## src/rtl/grid_write_arbiter.sv

```systemverilog
// rtl/grid_write_arbiter.sv - two-port round-robin grid RAM write arbiter with full-grid clear sweep
module grid_write_arbiter #(
    parameter int GRID_LAST = 4095
) (
    input  logic        iVGA_CLK,
    input  logic        iRST_n,
    input  logic        a_req,
    input  logic [11:0] a_addr,
    input  logic [3:0]  a_data,
    output logic        a_ack,
    input  logic        b_req,
    input  logic [11:0] b_addr,
    input  logic [3:0]  b_data,
    output logic        b_ack,
    input  logic        clr_start,
    input  logic [3:0]  clr_color,
    output logic        clr_busy,
    output logic        clr_done,
    output logic        wren_gridData,
    output logic [11:0] wraddress_gridData,
    output logic [3:0]  data_gridData
);

    typedef enum logic [1:0] {
        S_IDLE  = 2'd0,
        S_WRITE = 2'd1,
        S_CLEAR = 2'd2
    } state_t;

    localparam logic [11:0] LAST_ADDR = 12'(GRID_LAST);

    state_t      state_q;
    logic        clr_pend_q;
    logic [3:0]  clr_color_q;
    logic [11:0] cnt_q;
    logic [11:0] cnt_d;
    logic        last_b_q;
    logic        grant_b_d;

    // B wins when it is alone, or when both ask and A was served last
    always_comb begin
        cnt_d     = cnt_q + 12'd1;
        grant_b_d = b_req && (!a_req || !last_b_q);
    end

    always_ff @(posedge iVGA_CLK or negedge iRST_n) begin
        if (!iRST_n) begin
            state_q            <= S_IDLE;
            clr_pend_q         <= 1'b0;
            clr_color_q        <= 4'd0;
            cnt_q              <= 12'd0;
            last_b_q           <= 1'b1;
            wren_gridData      <= 1'b0;
            wraddress_gridData <= 12'd0;
            data_gridData      <= 4'd0;
            a_ack              <= 1'b0;
            b_ack              <= 1'b0;
            clr_busy           <= 1'b0;
            clr_done           <= 1'b0;
        end else begin
            wren_gridData <= 1'b0;
            a_ack         <= 1'b0;
            b_ack         <= 1'b0;
            clr_busy      <= 1'b0;
            clr_done      <= 1'b0;

            if (state_q != S_CLEAR && clr_start) begin
                clr_pend_q  <= 1'b1;
                clr_color_q <= clr_color;
            end

            case (state_q)
                S_IDLE: begin
                    // A pending clear consumes the request that started it and outranks both ports
                    if (clr_pend_q) begin
                        state_q            <= S_CLEAR;
                        clr_pend_q         <= 1'b0;
                        cnt_q              <= 12'd0;
                        wren_gridData      <= 1'b1;
                        wraddress_gridData <= 12'd0;
                        data_gridData      <= clr_color_q;
                        clr_busy           <= 1'b1;
                    end else if (a_req || b_req) begin
                        state_q       <= S_WRITE;
                        wren_gridData <= 1'b1;
                        if (grant_b_d) begin
                            wraddress_gridData <= b_addr;
                            data_gridData      <= b_data;
                            b_ack              <= 1'b1;
                            last_b_q           <= 1'b1;
                        end else begin
                            wraddress_gridData <= a_addr;
                            data_gridData      <= a_data;
                            a_ack              <= 1'b1;
                            last_b_q           <= 1'b0;
                        end
                    end
                end
                S_WRITE: begin
                    state_q <= S_IDLE;
                end
                S_CLEAR: begin
                    if (cnt_q == LAST_ADDR) begin
                        state_q  <= S_IDLE;
                        clr_done <= 1'b1;
                    end else begin
                        cnt_q              <= cnt_d;
                        wren_gridData      <= 1'b1;
                        wraddress_gridData <= cnt_d;
                        clr_busy           <= 1'b1;
                    end
                end
                default: begin
                    state_q <= S_IDLE;
                end
            endcase
        end
    end

endmodule

```

## config.mk

```make
export PLATFORM = sky130hd
export DESIGN_NAME = grid_write_arbiter
export DESIGN_NICKNAME = d
export VERILOG_FILES = /design/src/rtl/grid_write_arbiter.sv
export SDC_FILE = /design/constraint.sdc
export NUM_CORES = 1
export LEC_CHECK = 0
export BUFFER_PORTS_ARGS = -buffer_cell sky130_fd_sc_hd__clkbuf_2
export CAP_MARGIN = 20
export CORE_MARGIN = 2
export CORE_UTILIZATION = 45
export DETAILED_ROUTE_END_ITERATION = 7
export GPL_TIMING_DRIVEN = 0
export PLACE_DENSITY = 0.78
export SYNTH_ARGS = -nofsm -noshare
export SYNTH_HDL_FRONTEND = slang
export SYNTH_SLANG_ARGS = --single-unit
```

## constraint.sdc

```tcl
create_clock -name iVGA_CLK -period 2.68 [get_ports iVGA_CLK]
set_input_delay 0.536 -clock iVGA_CLK [delete_from_list [all_inputs] [get_ports iVGA_CLK]]
set_output_delay 0.536 -clock iVGA_CLK [all_outputs]
set_load 0.005 [all_outputs]
```

==> results by group <==
Synth
  – Top FF cell, synth: dfrtp_1
  – Mapped cell area: 0.00231 mm2
  – Distinct cells, synth: 49
  – Synth Instances: 222
  – Asr flop ratio synth: 1.00
  – Yosys reg bits: 41
  – Synth warn: 0
  – Avg Cell Area, Syn: 10.4 um2
  – Syn_nets: 264
  – Number of synthesized flops with an enable pin: 0
  – Seq/Total Area, Yosys: 0.444

Detailed routing
  – Post-Route WL: 5430 um
  – Via count: 2,000
  – Wirelength per Cell: 15.0 um
  – Final routed DRC violation total: 0
  – Post-DR vias/cell: 5.52
  – Remaining antenna violation count: 0
  – Initial DRC count: 160
  – Total iterations of the first detailed-routing run: 5

Floorplanning
  – Initial Util: 0.459
  – I/O Pins: just over 60
  – Row cnt: 26
  – Die ar.: 0.00573 mm2
  – Core area: 0.00504 mm2
  – Die width: 75.7 um
  – Die height: 75.7 um

Power
  – Pleak: around 1.3 nW
  – Power Density: 916 mW/mm2
  – Max VDD drop: ~530 uV

Clock network
  – CTS max path bufs: 2
  – H-tree levels: 2
  – Hold-fix buffers, CTS: 0
  – CTS Sinks: 41
  – Worst skew pair latency: 0.30 ns
  – Post-CTS setup buffers: 0
  – CTS clk-pin slew, worst paths: 0.08 ns
  – Count of cells resized by post-cts repair: 0
  – CTS tree: built
  – Number of CTS-inserted buffers: 5
  – CTS root buffer: clkbuf_8

Final layout
  – Most common cell after layout, fill and taps aside: clkbuf_2
  – Layout cells sized above 1: 0.356
  – Nets: 333
  – # fillers: 438
  – Highest-count cells in the layout ignoring fill and taps: clkbuf_2, dfrtp_1, nand2_1
  – N_diodes: 0
  – Final Core Density: 0.562
  – Layout area overhead: 22.4%

Global route
  – Vias in the first global route: 1,800
  – First-pass GRT wire length: 8380 um
  – Initial antenna violation count: 0
  – Gr usage total: 0.200
  – Total gr overflow: 0
  – Pin count of the biggest net entering global routing: between 40 and 50

Place
  – Pre-CTS setup slack: approximately 0.53 ns
  – Port bufs: 61
  – Gp weighted congestion: around 0.84
  – DPL Wire Length: 3920 um

Outcome
  – Status: completed

Run
  – Maxcap violations: 0

Worst setup path
  – CP Max Fanout: 10
  – Startpoint types: flop
  – Worst path max stage delay: 0.48 ns
  – Critical Path, Cell by Cell: ha_1, nand3_2, nor4_4, nor3_2, buf_6, mux2_4
  – Critical Path End Type: flop
  – Critical path type: reg2reg
  – CP arrival: 2.28 ns
  – Critical Path RT: 2.87 ns
  – R2r setup slk: slightly below 0.6 ns
  – Worst path slowest cell: dfrtp_1

STA
  – Max-slew headroom: 0.662
  – Least-Margin Pin Slew: around 0.51 ns
  – Slew Limit Fails: 0
  – FMAX: 478 MHz
  – Final setup violating endpoints: 0
  – Final hold violations: 0
  – Clock Skews: between 0.007 and 0.008 ns
  – Final Critical Period: about 2.1 ns
  – Setup TNS Final: 0 ns
  – Tcrit/Tclk final: 0.781
  – Worst Setup Slack, final: approximately 0.59 ns
  – Unrepaired setup endpoints after global routing: false

Min path
  – Worst Hold Class: in2async
stage by stage:
step                      area, um2  std cells  hold WS (ns)  power (mW)
after global placement         2710        353         0.483        2.10
after floorplan                2310        222         0.240        1.76
after CTS                      2810        361         0.415        2.61
after global routing           2830        362        0.0151        2.78
final                          2830        362        0.0297        2.60
after detailed placement       2710        353         0.479        2.14
per-layer routing:
metal / GRT usage / up-vias / share of wire
li1: - / 981 / -
met2: 0.307 / 66 / 0.47
met5: 0 / - / 0
met3: 0.0569 / 10 / 0.061
met1: 0.264 / 943 / 0.45
met4: 0.0877 / 0 / 0.022
cells in the mapped netlist, types with 2 or more instances:
library cell  instances  area, um2
a31oi_1               8       50.1
mux2_4                4       60.1
or3_1                 2       12.5
nor4_1                4       25.0
nand3_1               3       15.0
mux2_1                4       45.0
nor2b_1               2       12.5
nand4_1               6       37.5
nand3_2               2       20.0
buf_2                 7       35.0
o211ai_1              4       30.0
nand2_1              16       60.1
inv_1                 2       7.51
o22ai_1               6       37.5
a21oi_1               7       35.0
o21ai_0              15       75.1
o31a_1                3       26.3
and4_1                2       17.5
xnor2_1               3       26.3
and2_1                3       18.8
buf_6                 3       33.8
mux2i_1              12        120
dfrtp_1              40       1000
clkbuf_1              6       22.5
nor2_1                7       26.3
and3_1                3       18.8
o22a_1                3       26.3
mux2_2               13        146
nand2b_1              2       12.5
o31ai_1               7       52.6
nor3_1                4       20.0
o21bai_1              2       15.0
report_power, final:
group	total, mW	internal [mW]	switching (mW)
sequential	0.976	0.836	0.140
combinational	1.16	0.555	0.605
clock	0.459	0.238	0.222
logic make-up (layout without fill, tap and decap cells):
logic type | after synthesis | count (layout) | synth area share
xor gates and xnor gates | 4 | 4 | 0.0151
buffers and inverters | 20 | 90 | 0.0476
adders and majority gates | 1 | 1 | 0.00540
and+or+nand+nor | 61 | 61 | 0.153
DFF | 41 | 41 | 0.444
muxes | 33 | 33 | 0.161
AOI/OAI and AO/OA | 62 | 62 | 0.175
registers in the layout, summed over array words and instances, names as in the netlist:
signal              flops
state_q                 2
cnt_q                  12
a_ack                   1
last_b_q                1
b_ack                   1
clr_busy                1
clr_pend_q              1
wren_gridData           1
clr_done                1
wraddress_gridData     12
data_gridData           4
clr_color_q             4
critical path: cells and delay by family (launching register included):
| kind | cells | cell delay [ns] |
|---|---|---|
| simple gates | 3 | 0.70 |
| mux | 1 | 0.29 |
| flops | 1 | 0.48 |
| fa+ha+maj | 1 | 0.31 |
| buf+inv | 1 | 0.19 |
area by class of cell:
| type | instances | area, um2 | share of cell area |
|---|---|---|---|
| plain buffers | 18 | 103 | 0.0362 |
| clock inverters | 1 | 8.76 | 0.00309 |
| inverters | 2 | 7.51 | 0.00265 |
| multi-input cells | 161 | 1180 | 0.416 |
| clock buffers | 7 | 96.3 | 0.0340 |
| flip-flops and latches | 41 | 1030 | 0.363 |
| well taps | 70 | 87.6 | 0.0309 |
| repair buffers | 62 | 325 | 0.115 |
path summary, 6_finish.rpt:
| kind | from | endpoint | depth (start not counted) |
|---|---|---|---|
| min in group iVGA_CLK | a_req | last_b_q | 2 |
| worst max register to register | cnt_q[0] | wraddress_gridData[9] | 6 |
| worst max-delay path | cnt_q[0] | wraddress_gridData[9] | 6 |
| worst min-delay path | iRST_n | cnt_q[2] | 1 |
| max in group asynchronous | iRST_n | last_b_q | 2 |
| worst min register to register | wraddress_gridData[4] | wraddress_gridData[4] | 1 |
No activity file was read; power rests on OpenSTA's default activity.
